File: src/rtl/sr_pkg.sv
// Shared types and command encodings for the SR latch driver.
// {S,R} command codes follow the latch cell's own decode.
package sr_pkg;
  typedef enum logic [1:0] {
    IDLE   = 2'd0,
    PULSE  = 2'd1,
    SETTLE = 2'd2,
    DONE   = 2'd3
  } sr_drv_state_t;

  localparam logic [1:0] SR_HOLD    = 2'b00;
  localparam logic [1:0] SR_CLR     = 2'b01;
  localparam logic [1:0] SR_SET     = 2'b10;
  localparam logic [1:0] SR_ILLEGAL = 2'b11;

  localparam int SR_CNT_W = 8;

  function automatic logic [1:0] sr_cmd(input logic level);
    return level ? SR_SET : SR_CLR;
  endfunction
endpackage

File: src/rtl/sr_pulse_timer.sv
// Loadable down-counter with a zero flag; times both the pulse and settle phases.
module sr_pulse_timer
  import sr_pkg::*;
(
  input  logic                clk,
  input  logic                rst,
  input  logic                load,
  input  logic                dec,
  input  logic [SR_CNT_W-1:0] load_val,
  output logic                zero
);
  logic [SR_CNT_W-1:0] cnt;

  always_ff @(posedge clk or posedge rst) begin
    if (rst)                   cnt <= '0;
    else if (load)             cnt <= load_val;
    else if (dec && cnt != '0) cnt <= cnt - 1'b1;
  end

  assign zero = (cnt == '0);
endmodule

File: src/rtl/sr_latch_driver.sv
// Drives en/S/R of an SR latch cell to reach a requested level, tracking
// the latch state so that requests for the current level skip the pulse.
module sr_latch_driver
  import sr_pkg::*;
#(
  parameter int PULSE_CYCLES  = 2,
  parameter int SETTLE_CYCLES = 1
) (
  input  logic clk,
  input  logic rst,
  input  logic req_valid,
  input  logic req_level,
  output logic req_ready,
  output logic lat_en,
  output logic lat_s,
  output logic lat_r,
  output logic q_model,
  output logic done,
  output logic busy
);
  generate
    if (PULSE_CYCLES < 1 || PULSE_CYCLES > 255) begin : g_bad_pulse
      $error("sr_latch_driver: PULSE_CYCLES must be 1..255");
    end
    if (SETTLE_CYCLES < 0 || SETTLE_CYCLES > 255) begin : g_bad_settle
      $error("sr_latch_driver: SETTLE_CYCLES must be 0..255");
    end
  endgenerate

  localparam logic [SR_CNT_W-1:0] P_LOAD = SR_CNT_W'(PULSE_CYCLES - 1);
  localparam logic [SR_CNT_W-1:0] S_LOAD =
    (SETTLE_CYCLES == 0) ? '0 : SR_CNT_W'(SETTLE_CYCLES - 1);

  sr_drv_state_t       state;
  logic                level_q;
  logic                accept;
  logic                tmr_load;
  logic                tmr_dec;
  logic [SR_CNT_W-1:0] tmr_val;
  logic                tmr_zero;

  assign accept    = req_valid && (state == IDLE);
  assign req_ready = (state == IDLE);
  assign busy      = (state != IDLE);
  assign done      = (state == DONE);

  always_comb begin
    tmr_load = 1'b0;
    tmr_val  = '0;
    if (accept && req_level != q_model) begin
      tmr_load = 1'b1;
      tmr_val  = P_LOAD;
    end else if (state == PULSE && tmr_zero && SETTLE_CYCLES != 0) begin
      tmr_load = 1'b1;
      tmr_val  = S_LOAD;
    end
  end

  assign tmr_dec = (state == PULSE) || (state == SETTLE);

  sr_pulse_timer u_timer (
    .clk      (clk),
    .rst      (rst),
    .load     (tmr_load),
    .dec      (tmr_dec),
    .load_val (tmr_val),
    .zero     (tmr_zero)
  );

  // Command outputs are set/cleared on the same edge as the state change so
  // the latch sees clean, glitch-free registered levels.
  always_ff @(posedge clk or posedge rst) begin
    if (rst) begin
      state          <= IDLE;
      level_q        <= 1'b0;
      q_model        <= 1'b0;
      lat_en         <= 1'b0;
      {lat_s, lat_r} <= SR_HOLD;
    end else begin
      case (state)
        IDLE: if (accept) begin
          level_q <= req_level;
          if (req_level == q_model) begin
            state <= DONE;
          end else begin
            state          <= PULSE;
            lat_en         <= 1'b1;
            {lat_s, lat_r} <= sr_cmd(req_level);
          end
        end
        PULSE: if (tmr_zero) begin
          q_model        <= level_q;
          lat_en         <= 1'b0;
          {lat_s, lat_r} <= SR_HOLD;
          state          <= (SETTLE_CYCLES == 0) ? DONE : SETTLE;
        end
        SETTLE: if (tmr_zero) state <= DONE;
        DONE:   state <= IDLE;
        default: begin
          state          <= IDLE;
          lat_en         <= 1'b0;
          {lat_s, lat_r} <= SR_HOLD;
        end
      endcase
    end
  end

  a_no_illegal: assert property (@(posedge clk) disable iff (rst)
    {lat_s, lat_r} != SR_ILLEGAL);
  a_cmd_needs_en: assert property (@(posedge clk) disable iff (rst)
    (lat_s || lat_r) |-> lat_en);
  a_done_single: assert property (@(posedge clk) disable iff (rst)
    done |=> !done);
endmodule

File: config.mk
export PLATFORM = sky130hd
export DESIGN_NAME = sr_latch_driver
export DESIGN_NICKNAME = d
export VERILOG_FILES = /design/src/rtl/sr_pkg.sv /design/src/rtl/sr_pulse_timer.sv /design/src/rtl/sr_latch_driver.sv
export SDC_FILE = /design/constraint.sdc
export NUM_CORES = 1
export LEC_CHECK = 0
export BUFFER_PORTS_ARGS = -buffer_cell sky130_fd_sc_hd__buf_2
export CORE_ASPECT_RATIO = 1.2
export CORE_MARGIN = 5
export CORE_UTILIZATION = 40
export CTS_CLUSTER_SIZE = 14
export DETAILED_ROUTE_END_ITERATION = 16
export MAX_ROUTING_LAYER = met4
export PLACE_DENSITY_LB_ADDON = 0.2
export SLEW_MARGIN = 40
export SYNTH_ARGS = -nofsm -noshare
export SYNTH_HDL_FRONTEND = slang
export SYNTH_SLANG_ARGS = --single-unit
File: constraint.sdc
create_clock -name clk -period 2.74 [get_ports clk]
set_input_delay 0.137 -clock clk [delete_from_list [all_inputs] [get_ports clk]]
set_output_delay 0.137 -clock clk [all_outputs]
set_load 0.01 [all_outputs]
Yosys cells after proc, flatten, opt, wreduce, memory -nomap -nowiden
Index checks and enable logic that the tools add are counted.
{"block": "word_totals", "regBits": 15, "latch_bits": 0, "ram_bits": 0, "romBits": 0, "n_memories": 0}
{"block": "op_classes", "addsub": 1, "n_mul": 0, "div": 0, "n_lt_le_gt_ge": 0, "eq_ne": 9, "n_shift": 0, "n_mux": 21, "bitwise_logic": 0, "n_reduce_logical": 15}
{"op": "$mux 8", "count": 2}
{"op": "$mux 1", "count": 10}
{"op": "$mux 2", "count": 5}
{"op": "$logic_not 8->1", "count": 1}
{"op": "$pmux 2 s4", "count": 1}
{"op": "$reduce_bool 8->1", "count": 1}
{"op": "$sub 8x1->8 const B", "count": 1}
{"op": "$ne 2x2->1 const B", "count": 3}
{"op": "$pmux 1 s2", "count": 3}
{"op": "$reduce_bool 2->1", "count": 3}
{"op": "$eq 2x2->1 const B", "count": 2}
{"op": "$logic_and 1x1->1", "count": 4}
{"op": "$reduce_and 2->1", "count": 2}
{"op": "$reduce_and 4->1", "count": 1}
{"op": "$reduce_and 3->1", "count": 1}
{"op": "$eq 2x1->1 const B", "count": 1}
{"op": "$logic_not 2->1", "count": 1}
{"op": "$ne 2x1->1 const B", "count": 1}
{"op": "$eq 1x1->1", "count": 1}
{"op": "$logic_or 1x1->1", "count": 1}
{"op": "$ne 1x1->1", "count": 1}

Longest topological paths before layout
Gate-level depths: netlist (run 1).
{"block": "depth", "depth_word": 5, "depth_mapped": 7}

Hierarchy
Synthesis (run 1) repeated with hierarchy kept, for this count alone.
{"block": "unflattened", "cells_unflattened": 96, "area_unflattened_um2": 924.6}
{"mod": "sr_pulse_timer", "instances": 1, "cells_each": 53, "area_per_inst_um2": 495.5, "seq_area_each_um2": 200.2}
{"mod": "sr_latch_driver", "instances": 1, "cells_each": 43, "area_per_inst_um2": 429.2, "seq_area_each_um2": 175.2}

Worst setup path after synthesis (run 1)
No wires, ideal clock.
{"block": "synth_path", "path_kind": "reg2reg", "start": "register state[0]", "end": "register u_timer.cnt[7]", "setup_time_ns": 0.078, "arrival_time_ns": 1.755, "path_slack_ns": 0.908, "path_stages_with_launch": 6, "path_cell_list": "dfrtp_1 inv_1 ha_1 or4b_1 or4_1 a21oi_1"}
{"block": "synth_via", "elab_chain_len": 5, "elab_cells_between_ends": 12, "cone_classes": "2 x eq/ne; 3 x mux; 7 x reduce/logical"}
{"item": "start, declared", "line": "sr_latch_driver.sv:34", "source": "sr_drv_state_t state;"}
{"item": "start signal, assigned", "line": "sr_latch_driver.sv:95", "source": "state <= (SETTLE_CYCLES == 0) ? DONE : SETTLE;"}
{"item": "$eq 2x1->1 or $logic_not 2->1 (tied branches)", "line": "sr_latch_driver.sv:53, sr_latch_driver.sv:59, sr_latch_driver.sv:42"}
{"item": "$logic_and 1x1->1 (on tied branches)", "line": "sr_latch_driver.sv:53, sr_latch_driver.sv:42"}
{"item": "$mux 1 or $logic_and 1x1->1 (tied branches)", "line": "sr_latch_driver.sv:53, sr_latch_driver.sv:50"}
{"item": "$mux 1", "line": "sr_latch_driver.sv:50", "source": "if (accept && req_level != q_model) begin"}
{"item": "$mux 8 or $reduce_bool 2->1 (tied branches)"}
{"item": "end signal, assigned", "line": "sr_pulse_timer.sv:16", "source": "else if (load) cnt <= load_val;"}
{"item": "end signal, assigned", "line": "sr_pulse_timer.sv:17", "source": "else if (dec && cnt != '0) cnt <= cnt - 1'b1;"}
{"item": "end, declared", "line": "sr_pulse_timer.sv:12", "source": "logic [SR_CNT_W-1:0] cnt;"}
Parallel ways exist; a longest one is shown, timed or not.
A chain may end at the register's enable or synchronous reset.

Worst setup path after layout (run 1)
Ends and elaborated chain as after synthesis.

==> results of run 1 <==
-- stage by stage --
| step | setup slack [ns] | cells |
|---|---|---|
| after floorplan | 0.908 | 91 |
| after global placement | 0.789 | 128 |
| after detailed placement | 0.752 | 128 |
| after CTS | 0.743 | 133 |
| after global routing | 0.575 | 133 |
| final | 0.749 | 133 |
-- sequential cells by signal (all words and copies together), names as in the netlist --
name and count:
lat_r 1, level_q 1, q_model 1, state 2
u_timer.cnt 8, lat_en 1, lat_s 1
-- layer usage --
metal	wire length (um)	up-vias
met5	0	-
met4	12	0
met3	65	2
met2	886	12
met1	766	333
li1	-	344
-- cell type report --
| type | count | area [um^2] |
|---|---|---|
| multi-input combinational | 64 | 448 |
| sequential | 15 | 375 |
| tap | 30 | 37.5 |
| timing repair buffer | 11 | 60.1 |
| fill | 210 | 1090 |
| inverter | 9 | 33.8 |
| clock buffer | 3 | 22.5 |
| clock inverter | 1 | 5.00 |
-- cells by family after synthesis --
family,synth area share [%]
XOR/XNOR,2.01
AO/OA/AOI/OAI,14.1
buffers and inverters,5.32
adder cells (fa/ha/maj),8.63
AND/OR/NAND/NOR,19.6
flip-flops,43.2
multiplexers,7.19
-- how the worst max path moves through the flow --
| stage | depth (start not counted) | slack [ns] | endpoint | startpoint |
|---|---|---|---|---|
| 6_report | 5 | 0.75 | u_timer.cnt[7] | state[0] |
| 5_1_grt | 5 | 0.57 | u_timer.cnt[7] | state[0] |
| 4_1_cts | 5 | 0.74 | u_timer.cnt[7] | state[0] |
| 3_5_place_dp | 5 | 0.75 | u_timer.cnt[7] | state[0] |
| 3_3_place_gp | 5 | 0.79 | u_timer.cnt[7] | state[0] |
| 2_1_floorplan | 5 | 0.91 | u_timer.cnt[7] | state[0] |
-- power by group through the flow --
stage	sequential [mW]	combinational, mW	clock (mW)
floorplan	0.412	0.499	0
global placement	0.421	0.645	0
detailed placement	0.423	0.654	0
CTS	0.419	0.660	0.130
global route	0.435	0.736	0.142
finish	0.420	0.651	0.126
-- placed cells by master, fill, tap and decap left out, types with 2 or more instances in the layout --
master     Yosys  routed
dfrtp_1       15      15
buf_2          1      10
inv_1          9       9
a21oi_1        8       8
nand2_1        6       6
nor3_1         6       6
ha_1           6       6
nor2_1         5       5
mux2i_1        4       4
or3_1          3       3
clkbuf_4       0       3
xnor2_1        2       2
o21ai_0        2       2
o2bb2ai_1      2       2
o22ai_1        2       2
and2_1         2       2
mux2_2         2       2
==> impl_metrics.yaml, run 1 <==
status:
  status: "finished, final reports clean"
setup_path:
  crit_fanout: 6
  critPathLaunchType: "flop"
  worst-path-buf-inv: 1
  arrival_ns: 2.20
  crit_path_end_kind: "flop"
  r2r_slack_ns: 0.75
  crit_type: "reg -> reg"
  crit_family: "simple AND/OR/NAND/NOR gates"
  reg2reg_from: "state[0]"
  max_stage_delay_ns: 0.55
  critical_path_required_ns: 2.94
  crit_slowest_cell: "or4b_1"
  reg2regPathDepth: 5
  r2r_end: "u_timer.cnt[7]"
  critical_path.cell_chain: "inv_1 > ha_1 > or4b_1 > or4_1 > a21oi_1"
power:
  leakage_nw: 0.457
  max-vdd-ir-drop_mv: 0.662
  sw_frac_of_total_pct: 43.7
  p_per_area_nw_per_um2: 1220
  p_seq_share_pct: 35.1
  p_sw_uw: 523
  intPower_uw: 674
  power.share.clock_pct: 10.5
  pwr-share-comb_pct: 54.4
  finalPower_mw: 1.20
synthesis:
  synth_most_common_cell: "dfrtp_1"
  synth_cell_types: 31
  syn_area_um2: 870
  synth-async-reset-ratio_pct: 100
  ys_seq_area_share_pct: 43.2
  syn_avg_cell_area_um2: 9.56
  netlist_instances: 91
  yosys_warnings: 0
  syn_nets: 101
  yosys.area.top_type: "dfrtp_1"
  ys_ff_latch: 15
  yosysTopAreaCellShare_pct: 43.2
  synth_area_leaders: "dfrtp_1 (43%), ha_1 (8.6%), a21oi_1 (4.6%)"
  synthFlopType: "dfrtp_1"
  synth_common_cells: "dfrtp_1 (15), inv_1 (9), a21oi_1 (8)"
  synth_edf_count: 0
final_layout:
  drive_gt1_share_pct: 16.5
  nets: 114
  syn_to_final_growth_pct: 12.9
  antenna_cells: 0
  final_util_pct: 47.4
  final_area_um2: 982
sta:
  rsz0062_at_grt: "no"
  max_freq_mhz: 502
  slew_violations: 0
  maxSlewHeadroom_pct: 56.5
  fin_skew_ns: 0.00487
  period_share_pct: 72.7
  setup_viol: 0
  holdWs_ns: 0.132
  fin_crit_ns: 1.99
  fin_setup_tns_ns: 0
  worst_pin_slew_ns: 0.651
  hold_viol_final: 0
placement:
  gp_congestion: 0.800
  io_buffers: 10
  postPlaceCellArea_um2: 945
  dp_hpwl_um: 1320
clocking:
  numCtsBuffers: 3
  hold_buffers: 1
  clock-sinks: 15
  cts-htree-levels: 1
  cts_tree: "yes"
  cts_setup_buffers: 0
  cts-root-buf: "clkbuf_4"
  clkLatencyLatePin_ns: 0.28
  clk_pin_slew_ns: 0.10
  clockBufferDepth: 2
  cts_resized: 0
global_routing:
  grt_use_met1_pct: 14.9
  grt.overflow.total: 0
  track_usage_pct: 13.3
  grt_pass1_wl_um: 3060
  use_met3_pct: 2.91
  grt_max_degree: 16
  grt.busiest_layer: "met2"
  grt_pass1_vias: 698
  grtUsageMet2_pct: 23.8
  antenna_found_initial: 0
min_path:
  holdPathStages: 2
  hold_path.startpoint: "req_level"
  hold_end: "level_q"
  hold_path.class: "in -> reg"
floorplan:
  die_w_um: 52.6
  start_util_pct: 42.0
  rows: 18
  die_h_um: 61.1
  core_um2: 2070
  die-area_um2: 3210
  ios: 11
route:
  avgViaCountPerCell: 5.20
  drt_iter0_drc: 8
  wl_per_cell_um: 13.0
  firstDrtPassIters: 4
  finalWirelength_um: 1730
  drc_errors: 0
  drtAntennaViolNets: 0
  num_vias: 691
flow_run:
  cap_viol_max_count: 0
(Power assumes the default switching activity.)
==> run 2, diff against run 1 <==
- ABC_AREA: unset -> 1
- clock period: 2.74 -> 1.8 ns (I/O delays scaled with it)
==> impl_metrics.yaml, run 2 <==
setup_path:
  crit_top_cell: "nand2_1"
  max_stage_delay_ns: 0.42
  r2r_slack_ns: 0.25
  crit_type: "reg -> reg"
  critPathLaunchType: "flop"
  critical_path_required_ns: 1.98
  reg2regPathDepth: 7
  critical_path.cell_chain: "inv_1 > ha_1 > nand4_2 > o21ai_2 > nand2_2 > nand2_1 > nand2_1"
  r2r_end: "lat_s"
  crit_fanout: 8
  crit_start: "state[0]"
  crit_slowest_cell: "dfrtp_1"
  arrival_ns: 1.73
  reg2reg_from: "state[0]"
  crit_path_end_kind: "flop"
global_routing:
  grt_pass1_wl_um: 3550
  antenna_found_initial: 0
  track_usage_pct: 12.6
  grtUsageMet2_pct: 20.6
  grt.busiest_layer: "met2"
  grt.overflow.total: 0
  grt_pass1_vias: 847
  grt_use_met1_pct: 15.1
  use_met3_pct: 2.19
  grt_max_degree: 16
synthesis:
  synth_area_leaders: "dfrtp_1 (37%), nand2_1 (14%), ha_1 (7.5%)"
  yosys_warnings: 0
  synth_cell_types: 22
  yosysTopAreaCellShare_pct: 37.4
  synth_common_cells: "nand2_1 (38), inv_1 (18), nor2_1 (16), dfrtp_1 (15), nand3_1 (11)"
  synthFlopType: "dfrtp_1"
  syn_nets: 147
  syn_area_um2: 1000
  ys_seq_area_share_pct: 37.4
  ys_ff_latch: 15
  synth-async-reset-ratio_pct: 100
  synth_most_common_cell: "nand2_1"
  synth_edf_count: 0
  syn_avg_cell_area_um2: 7.32
  yosys.area.top_type: "dfrtp_1"
  netlist_instances: 137
final_layout:
  nets: 162
  drive_gt1_share_pct: 20.5
  final_cell_mix: "nand2_1 (38), inv_1 (18), nor2_1 (16)"
  final_util_pct: 45.5
  final_common_cell: "nand2_1"
  top_regs: "u_timer.cnt x8, state x2"
  largest_reg_flops: 8
  antenna_cells: 0
  syn_to_final_growth_pct: 12.2
  final_area_um2: 1130
  largest-register: "u_timer.cnt"
placement:
  gp_congestion: 0.775
  io_buffers: 10
  postPlaceCellArea_um2: 1090
  dp_hpwl_um: 1470
sta:
  maxSlewHeadroom_pct: 60.6
  fin_skew_ns: 0.00564
  holdWs_ns: 0.0994
  period_share_pct: 86.1
  fin_crit_ns: 1.55
  max_freq_mhz: 645
  hold_viol_final: 0
  worst_pin_slew_ns: 0.590
  slew_violations: 0
  rsz0062_at_grt: "no"
  fin_setup_tns_ns: 0
  setup_viol: 0
flow_run:
  cap_viol_max_count: 0
clocking:
  clkLatencyLatePin_ns: 0.28
  numCtsBuffers: 3
  clk_pin_slew_ns: 0.09
  clock-sinks: 15
  clockBufferDepth: 2
  cts_tree: "yes"
  cts-root-buf: "clkbuf_4"
  cts-htree-levels: 1
route:
  drc_errors: 0
  drtAntennaViolNets: 0
  firstDrtPassIters: 4
  num_vias: 849
  finalWirelength_um: 1900
  avgViaCountPerCell: 4.61
  drt_iter0_drc: 12
  wl_per_cell_um: 10.3
power:
  finalPower_mw: 2.16
  leakage_nw: 0.655
  max-vdd-ir-drop_mv: 0.919
  p_per_area_nw_per_um2: 1910
min_path:
  hold_end: "level_q"
  hold_path.class: "in -> reg"
  holdPathStages: 3
  hold_path.startpoint: "req_level"
floorplan:
  start_util_pct: 40.5
  die_w_um: 55.7
  die_h_um: 64.9
  rows: 20
  ios: 11
  die-area_um2: 3610
  core_um2: 2480
status:
  status: "finished, final reports clean"
-- run 2: cell count changes after synthesis, sizes merged, moves of 3 or more --
cell	previous run	this run
nand3	0	12
inv	9	22
nor2	5	18
mux2i	4	0
a21oi	8	3
or3	3	0
nand2	6	44
nand4	0	8
nor3	6	0
-- run 2: layout make-up --
type | instances | area [um^2]
well taps | 33 | 41.3
multi-input cells | 99 | 541
flip-flops and latches | 15 | 375
inverters | 22 | 82.6
clock buffers | 4 | 26.3
fillers | 254 | 1350
repair buffers | 11 | 60.1
-- run 2: report_power, final --
part	leakage [nW]	switching [mW]	internal [mW]
Clock	0.0150	0.107	0.0859
Combinational	0.452	0.842	0.498
Sequential	0.188	0.123	0.499
-- run 2: worst max path at each step --
stage	end	slack, ns
6_report	lat_s	0.25
5_1_grt	lat_s	0.08
4_1_cts	lat_s	0.24
3_5_place_dp	lat_s	0.25
3_3_place_gp	lat_r	0.25
2_1_floorplan	lat_en	0.38
-- run 2: worst max-delay path, delay by kind of cell (launching register included) --
kind | cells | cell delay (ns)
AO/OA/AOI/OAI | 1 | 0.16
adder cells (fa/ha/maj) | 1 | 0.33
buffers and inverters | 1 | 0.09
flip-flops | 1 | 0.42
AND/OR/NAND/NOR | 4 | 0.45
-- run 2: logic make-up (layout without fill, tap and decap cells) --
group | count (synthesis) | count (layout) | synth area share (%)
AND/OR/NAND/NOR | 84 | 84 | 40.0
buffers and inverters | 23 | 37 | 8.73
flip-flops | 15 | 15 | 37.4
AO/OA/AOI/OAI | 7 | 7 | 4.61
adder cells (fa/ha/maj) | 6 | 6 | 7.48
XOR/XNOR | 2 | 2 | 1.75
-- run 2: what timing repair did --
| item | CTS | global route |
|---|---|---|
| hold endpoints to repair | 15 | 0 |
| gates resized for setup | 0 | 0 |
| setup buffers | 0 | 0 |
| hold buffers | 1 | 0 |
-- run 2: per-layer routing --
metal	routed length [um]	part of all wire, %	up-vias
li1	-	-	459
met4	30	1.6	0
met5	0	0	-
met2	942	50	10
met1	874	46	376
met3	56	2.9	4
-- run 2: per-stage QoR --
stage / setup slack, ns / cells
final: 0.249 / 184
after global routing: 0.0762 / 184
after CTS: 0.238 / 184
after detailed placement: 0.255 / 179
after global placement: 0.249 / 179
after floorplan: 0.377 / 137
==> run 3, diff against run 2 <==
- CORE_ASPECT_RATIO: 1.2 -> unset
- REMOVE_ABC_BUFFERS: unset -> 1
==> impl_metrics.yaml, run 3 (synthesis results as in run 2) <==
final_layout:
  nets: 162
  fin_cells: 181
  largest-register: "u_timer.cnt"
  drive_gt1_share_pct: 21.2
  final_area_um2: 1120
  largest_reg_flops: 8
  top_regs: "u_timer.cnt x8, state x2"
  final_cell_mix: "nand2_1 (38), inv_1 (18), nor2_1 (16)"
  num-fill-cells: 256
  antenna_cells: 0
  syn_to_final_growth_pct: 12.0
  final_common_cell: "nand2_1"
  final_util_pct: 46.2
clocking:
  cts_resized: 0
  clk_pin_slew_ns: 0.09
  clkLatencyLatePin_ns: 0.29
  cts-htree-levels: 1
  clockBufferDepth: 2
  cts_setup_buffers: 0
  cts_tree: "yes"
  numCtsBuffers: 3
  clock-sinks: 15
  cts-root-buf: "clkbuf_4"
setup_path:
  crit_top_cell: "nand2_1"
  arrival_ns: 1.76
  reg2regPathDepth: 7
  crit_type: "reg -> reg"
  crit_family: "simple AND/OR/NAND/NOR gates"
  crit_slowest_cell: "dfrtp_1"
  crit_fanout: 8
  critical_path_required_ns: 1.99
  worst-path-buf-inv: 1
  critPathLaunchType: "flop"
  max_stage_delay_ns: 0.43
  path_depth: 7
  r2r_end: "lat_s"
  critical_path.cell_chain: "inv_1 > ha_1 > nand4_2 > o21ai_2 > nand2_2 > nand2_1 > nand2_1"
  crit_path_end_kind: "flop"
  r2r_slack_ns: 0.24
  reg2reg_from: "state[0]"
route:
  drt_iter0_drc: 16
  top_layer: "met4"
  avgViaCountPerCell: 4.70
  firstDrtPassIters: 4
  wl_per_cell_um: 10.8
  dr_wl_met3_um: 72
  num_vias: 850
  route.met2.wl_um: 875
  wl_met1_um: 960
  finalWirelength_um: 1950
  drc_errors: 0
  drtAntennaViolNets: 0
sta:
  worst_pin_slew_ns: 0.590
  fin_setup_tns_ns: 0
  max_freq_mhz: 640
  fin_skew_ns: 0.00387
  setup_viol: 0
  fin_crit_ns: 1.56
  rsz0062_at_grt: "no"
  hold_viol_final: 0
  maxSlewHeadroom_pct: 60.6
  slew_violations: 0
  period_share_pct: 86.9
placement:
  dp_cells: 176
  dp_hpwl_um: 1530
  gp_congestion: 0.790
  postPlaceCellArea_um2: 1090
  io_buffers: 10
min_path:
  hold_path.startpoint: "req_level"
  holdPathStages: 3
  hold_path.class: "in -> reg"
  hold_end: "level_q"
floorplan:
  die-area_um2: 3610
  core_um2: 2430
  start_util_pct: 41.3
  die_w_um: 60.1
  ios: 11
  die_h_um: 60.1
  rows: 18
power:
  p_per_area_nw_per_um2: 1930
  leakage_nw: 0.658
  finalPower_mw: 2.17
  max-vdd-ir-drop_mv: 0.860
global_routing:
  track_usage_pct: 13.0
  grt_pass1_vias: 796
  grt.overflow.total: 0
  grt_max_degree: 16
  grt_pass1_wl_um: 3420
  antenna_found_initial: 0
flow_run:
  cap_viol_max_count: 0
status:
  status: "finished, final reports clean"
-- run 3: cell types whose count changed in the layout (fill, tap and decap cells not counted), sizes merged --
cell    delta
clkinv     +1
clkbuf     -1
-- run 3: how the worst max path moves through the flow --
stage	start	to
after global placement	state[0]	lat_s
after CTS	state[0]	lat_s
after detailed placement	state[0]	lat_s
after global routing	state[1]	lat_r
final	state[0]	lat_s
after floorplan	state[0]	lat_en
-- run 3: repair_timing --
item                                    in CTS  in global routing
hold buffers                                 1                  0
endpoints found under the setup margin       0                  0
endpoints found under the hold margin       15                  0
-- run 3: area by class of cell --
type	count	area, um^2	area share (%)
Clock buffer	3	22.5	2.00
Timing Repair Buffer	11	60.1	5.35
Inverter	22	82.6	7.35
Sequential cell	15	375	33.4
Tap cell	30	37.5	3.34
Multi-Input combinational cell	99	541	48.1
Clock inverter	1	5.00	0.445
-- run 3: routing by layer --
metal	vias to the layer above	GRT usage (%)
met4	0	6.65
met5	-	-
met2	13	19.1
met3	5	2.59
met1	375	16.8
li1	457	-
-- run 3: power breakdown --
group / switching [mW] / internal, mW / total (mW) / leakage, nW
clock: 0.115 / 0.0828 / 0.197 / 0.0177
combinational: 0.850 / 0.500 / 1.35 / 0.452
sequential: 0.125 / 0.499 / 0.624 / 0.188
total: 1.09 / 1.08 / 2.17 / 0.658
-- run 3: tightest hold or removal path: cells and delay by family --
kind                   cells  cell delay, ns
buffers and inverters      2            0.18
AO/OA/AOI/OAI              1            0.08
-- run 3: per-stage QoR --
stage	worst slack, ns	hold WS, ns
5_1_grt	0.0424	0.115
4_1_cts	0.203	0.0957
3_5_place_dp	0.231	0.192
3_3_place_gp	0.266	0.190
2_1_floorplan	0.377	-0.00852
6_report	0.237	0.0934
